$ cat src/rtl/lifo_pkg.sv
// Shared definitions for the LIFO stack and its drain controller.
package lifo_pkg;

  localparam int LIFO_DATA_W = 8;
  localparam int LIFO_DEPTH  = 8;

  typedef enum logic [2:0] {
    IDLE,
    ISSUE,
    WAIT,
    HOLD,
    DONE
  } state_e;

endpackage

$ cat src/rtl/lifo_drain_ctrl.sv
// Pops words from the LIFO stack and replays them on a valid/ready stream,
// either for a programmed count or until the stack runs dry.
//
// state | meaning
// IDLE  | waiting for start
// ISSUE | decide whether to pop the first word of the burst
// WAIT  | stack is presenting the popped word; capture it
// HOLD  | word offered downstream; may chain the next pop on handshake
// DONE  | one-cycle done pulse, then back to IDLE
module lifo_drain_ctrl
  import lifo_pkg::*;
#(
  parameter int DATA_W = LIFO_DATA_W,
  parameter int CNT_W  = 4
) (
  input  logic              clk,
  input  logic              rst,
  input  logic              start,
  input  logic [CNT_W-1:0]  burst_len,
  input  logic              abort,
  output logic              stk_pop,
  input  logic [DATA_W-1:0] stk_data_out,
  input  logic              stk_is_empty,
  output logic              m_valid,
  output logic [DATA_W-1:0] m_data,
  input  logic              m_ready,
  output logic              busy,
  output logic              done,
  output logic              aborted,
  output logic [CNT_W-1:0]  drained_cnt
);

  state_e              state_q, state_d;
  logic [CNT_W-1:0]    remaining_q, remaining_d;
  logic                unlimited_q, unlimited_d;
  logic                m_valid_q, m_valid_d;
  logic [DATA_W-1:0]   m_data_q, m_data_d;
  logic                busy_q, busy_d;
  logic                done_q, done_d;
  logic                aborted_q, aborted_d;
  logic [CNT_W-1:0]    drained_q, drained_d;
  logic                pop_req;
  logic                hs;
  logic                owed;

  assign hs   = m_valid_q & m_ready;
  assign owed = unlimited_q | (remaining_q != '0);

  // Next-state and next-output logic; the pop request is combinational so
  // it can follow the handshake in the same cycle.
  always_comb begin
    state_d     = state_q;
    remaining_d = remaining_q;
    unlimited_d = unlimited_q;
    m_valid_d   = m_valid_q;
    m_data_d    = m_data_q;
    busy_d      = busy_q;
    done_d      = 1'b0;
    aborted_d   = aborted_q;
    drained_d   = drained_q;
    pop_req     = 1'b0;
    case (state_q)
      IDLE: begin
        if (start) begin
          remaining_d = burst_len;
          unlimited_d = (burst_len == '0);
          drained_d   = '0;
          aborted_d   = 1'b0;
          busy_d      = 1'b1;
          state_d     = ISSUE;
        end
      end
      ISSUE: begin
        if (stk_is_empty || !owed || abort) begin
          done_d    = 1'b1;
          aborted_d = abort;
          state_d   = DONE;
        end else begin
          pop_req = 1'b1;
          if (!unlimited_q) remaining_d = remaining_q - 1'b1;
          state_d = WAIT;
        end
      end
      WAIT: begin
        m_data_d  = stk_data_out;
        m_valid_d = 1'b1;
        state_d   = HOLD;
      end
      HOLD: begin
        if (hs) begin
          if (drained_q != '1) drained_d = drained_q + 1'b1;
          m_valid_d = 1'b0;
          if (!abort && !stk_is_empty && owed) begin
            pop_req = 1'b1;
            if (!unlimited_q) remaining_d = remaining_q - 1'b1;
            state_d = WAIT;
          end else begin
            done_d    = 1'b1;
            aborted_d = abort;
            state_d   = DONE;
          end
        end
      end
      DONE: begin
        busy_d  = 1'b0;
        state_d = IDLE;
      end
      default: state_d = IDLE;
    endcase
  end

  // State and output registers with synchronous reset.
  always_ff @(posedge clk) begin
    if (rst) begin
      state_q     <= IDLE;
      remaining_q <= '0;
      unlimited_q <= 1'b0;
      m_valid_q   <= 1'b0;
      m_data_q    <= '0;
      busy_q      <= 1'b0;
      done_q      <= 1'b0;
      aborted_q   <= 1'b0;
      drained_q   <= '0;
    end else begin
      state_q     <= state_d;
      remaining_q <= remaining_d;
      unlimited_q <= unlimited_d;
      m_valid_q   <= m_valid_d;
      m_data_q    <= m_data_d;
      busy_q      <= busy_d;
      done_q      <= done_d;
      aborted_q   <= aborted_d;
      drained_q   <= drained_d;
    end
  end

  assign stk_pop     = pop_req;
  assign m_valid     = m_valid_q;
  assign m_data      = m_data_q;
  assign busy        = busy_q;
  assign done        = done_q;
  assign aborted     = aborted_q;
  assign drained_cnt = drained_q;

endmodule

$ cat config.mk
export PLATFORM = sky130hd
export DESIGN_NAME = lifo_drain_ctrl
export DESIGN_NICKNAME = d
export VERILOG_FILES = /design/src/rtl/lifo_pkg.sv /design/src/rtl/lifo_drain_ctrl.sv
export SDC_FILE = /design/constraint.sdc
export NUM_CORES = 1
export LEC_CHECK = 0
export CELL_PAD_IN_SITES_DETAIL_PLACEMENT = 1
export CELL_PAD_IN_SITES_GLOBAL_PLACEMENT = 1
export CORE_UTILIZATION = 36
export CTS_CLUSTER_DIAMETER = 150
export DETAILED_ROUTE_END_ITERATION = 7
export GPL_ROUTABILITY_DRIVEN = 0
export PLACE_DENSITY_LB_ADDON = 0.15
export SYNTH_ARGS = -nofsm -noshare
export SYNTH_HDL_FRONTEND = slang
export SYNTH_SLANG_ARGS = --single-unit
$ cat constraint.sdc
create_clock -name clk -period 2.8 [get_ports clk]
set_input_delay 0.42 -clock clk [delete_from_list [all_inputs] [get_ports clk]]
set_output_delay 0.42 -clock clk [all_outputs]
set_load 0.005 [all_outputs]
==> results.sh <==
export IMPL_yosys_area_top_type="dfxtp_1"
export IMPL_numCtsBuffers=3
export IMPL_num_rows=20
export IMPL_grt_pass1_wl_um=4970
export IMPL_reg2reg_depth=6
export IMPL_placedInstanceArea_mm2=0.00151
export IMPL_ys_seq_area_frac=0.420
export IMPL_antenna_cells=0
export IMPL_drc_errors=0
export IMPL_core_area_mm2=0.00303
export IMPL_pin_count=35
export IMPL_hold_class="flop to flop"
export IMPL_synthTopCellsByCount="dfxtp_1, nor2_1, a21oi_1"
export IMPL_critical_path_class="flop to output port"
export IMPL_die_h_um=58.4
export IMPL_status="finished, final reports clean"
export IMPL_cp_data_arrival_time_ns=2.11
export IMPL_power_leakage_nw=0.528
export IMPL_total_power_mw=0.704
export IMPL_cts_setup_buffers=0
export IMPL_worst_pin_slew_ns=0.621
export IMPL_maxSlewViolCount=0
export IMPL_cp_startpoint="state_q[2]$_SDFFE_PP0P_"
export IMPL_synth_fp_nets=149
export IMPL_grt_usage=0.193
export IMPL_cp_slowest_cell="clkdlybuf4s50_1"
export IMPL_viasPerCell=5.23
export IMPL_hold_viol_final=0
export IMPL_ys_types=33
export IMPL_synth_async_sr_flop_share=0
export IMPL_antenna_left=0
export IMPL_io_buffers=34
export IMPL_worst_path_largest_cell_delay_ns=0.49
export IMPL_whs_path_depth=2
export IMPL_synthTopCellsByArea="dfxtp_1, mux2i_1, nor2_1"
export IMPL_clk_pin_slew_ns=0.13
export IMPL_synth_top_cell_area_share=0.420
export IMPL_ir_drop_mv=0.196
export IMPL_vias=1067
export IMPL_synth_ff_type="dfxtp_1"
export IMPL_grt_pass1_vias=1125
export IMPL_grt_max_degree=17
export IMPL_htree_levels=1
export IMPL_end_kind="output port"
export IMPL_start_kind="flop"
export IMPL_drt_initial_drc_count=29
export IMPL_drv_cap=0
export IMPL_netlist_area_mm2=0.00114
export IMPL_yosysMostFrequentCell="dfxtp_1"
export IMPL_rr_startpoint="remaining_q[0]$_SDFFE_PP0P_"
export IMPL_power_density_mw_per_mm2=453
export IMPL_cts_tree="yes"
export IMPL_cts_root_buffer="clkbuf_4"
export IMPL_die_area_mm2=0.00341
export IMPL_avgSynthCellArea_um2=8.94
export IMPL_ys_seq_elements=24
export IMPL_max_freq_mhz=396
export IMPL_period_share=0.902
export IMPL_rsz0062_at_grt="no"
export IMPL_cts_sinks=24
export IMPL_die_w_um=58.4
export IMPL_wl_um=2950
export IMPL_crit_fanout=11
export IMPL_setup_violations=0
export IMPL_antenna_found_initial=0
export IMPL_min_period_ns=2.53
export IMPL_fin_area_mm2=0.00155
export IMPL_syn_inst=128
export IMPL_relSlewSlack=0.585
export IMPL_num_fill_cells=369
export IMPL_cp_cell_sequence="nand2b_1 > a21oi_1 > and2_1 > clkdlybuf4s50_1"
export IMPL_post_dp_hpwl_um=2220
export IMPL_timing_hold_ws_ns=0.490
export IMPL_insertion_delay_ns=0.33
export IMPL_overflow=0
export IMPL_clock_path_buffers=2
export IMPL_drive_above_1_share=0.0688
export IMPL_nNetsFinal=182
export IMPL_fin_skew_ns=0.00384
export IMPL_area_growth_pct=35.7
export IMPL_hp_start="aborted$_SDFFE_PP0P_"
export IMPL_initial_core_util=0.378
export IMPL_critPathRequiredTime_ns=2.38
export IMPL_synth_edff_count=0
export IMPL_cts_hold_buf=0
export IMPL_drt_wirelength_per_cell_um=14.5
export IMPL_drt_first_pass_iters=4
export IMPL_ys_warn_count=0
export IMPL_finalSetupTns_ns=0
[layer usage]
metal	GRT usage	vias up	share of wire
li1	-	535	-
met1	0.222	500	0.43
met2	0.346	27	0.51
met3	0.0352	5	0.044
met4	0.0918	0	0.018
met5	0	-	0
[state kept, by name (all words and copies together) (netlist names)]
signal / flops
remaining_q: 4
m_valid: 1
drained_cnt: 4
m_data: 8
done: 1
state_q: 3
aborted: 1
busy: 1
unlimited_q: 1
[path summary, 6_finish.rpt]
kind,slack [ns],end
setup reg to reg,0.89,remaining_q[1]$_SDFFE_PP0P_
hold / removal,0.49,aborted$_SDFFE_PP0P_
setup / recovery,0.27,stk_pop
hold reg to reg,0.49,aborted$_SDFFE_PP0P_
[critical path: cells and delay by family, from the launching register on]
| kind | cells | cell delay, ns |
|---|---|---|
| simple gates | 2 | 0.54 |
| buf+inv | 1 | 0.49 |
| flops | 1 | 0.43 |
| compound gates | 1 | 0.32 |
[stage by stage]
stage	utilization	std cells	setup WS, ns
after floorplan	-	128	1.21
after global placement	0.499	200	0.465
after detailed placement	0.499	200	0.377
after CTS	0.511	204	0.138
after global routing	0.513	204	0.0964
final	0.513	204	0.273
[placed cells by master (no fill, tap or decap), types with 3 or more instances in the layout]
cell             count
nand2b_1             3
clkdlybuf4s50_1     34
nand2_1              5
nand3_1              3
clkbuf_4             3
nor4b_1              6
o31ai_1              5
mux2i_1              9
dfxtp_1             23
ha_1                 3
a21oi_1             11
or4_1                3
a211oi_1             5
o21ai_0              3
nor2_1              15
inv_1                4
[final cells by class]
class                           instances  area [µm²]  share of cell area
Tap cell                               44        55.1              0.0354
Clock buffer                            4        36.3              0.0233
Timing Repair Buffer                   36         355               0.229
Inverter                                4        15.0             0.00966
Sequential cell                        24         482               0.310
Multi-Input combinational cell         92         611               0.393
[logic make-up after synthesis]
group / Yosys count / synth area share
multiplexers: 9 / 0.0787
flip-flops: 24 / 0.420
AO/OA/AOI/OAI: 30 / 0.169
adder cells (fa/ha/maj): 3 / 0.0328
AND/OR/NAND/NOR: 50 / 0.248
buffers and inverters: 12 / 0.0514
[power breakdown]
part	switching, mW	internal [mW]	leakage, nW	total, mW
Clock	0.108	0.0797	0.0210	0.188
Sequential	0.0173	0.358	0.196	0.376
Combinational	0.0677	0.0731	0.312	0.141
Total	0.193	0.511	0.528	0.704
[timing repair]
action                                  in CTS  in global routing
endpoints found under the hold margin        0                  0
endpoints found under the setup margin       0                  1
gates resized for setup                      0                  2
Note: power is estimated with default switching activity, not from simulation.
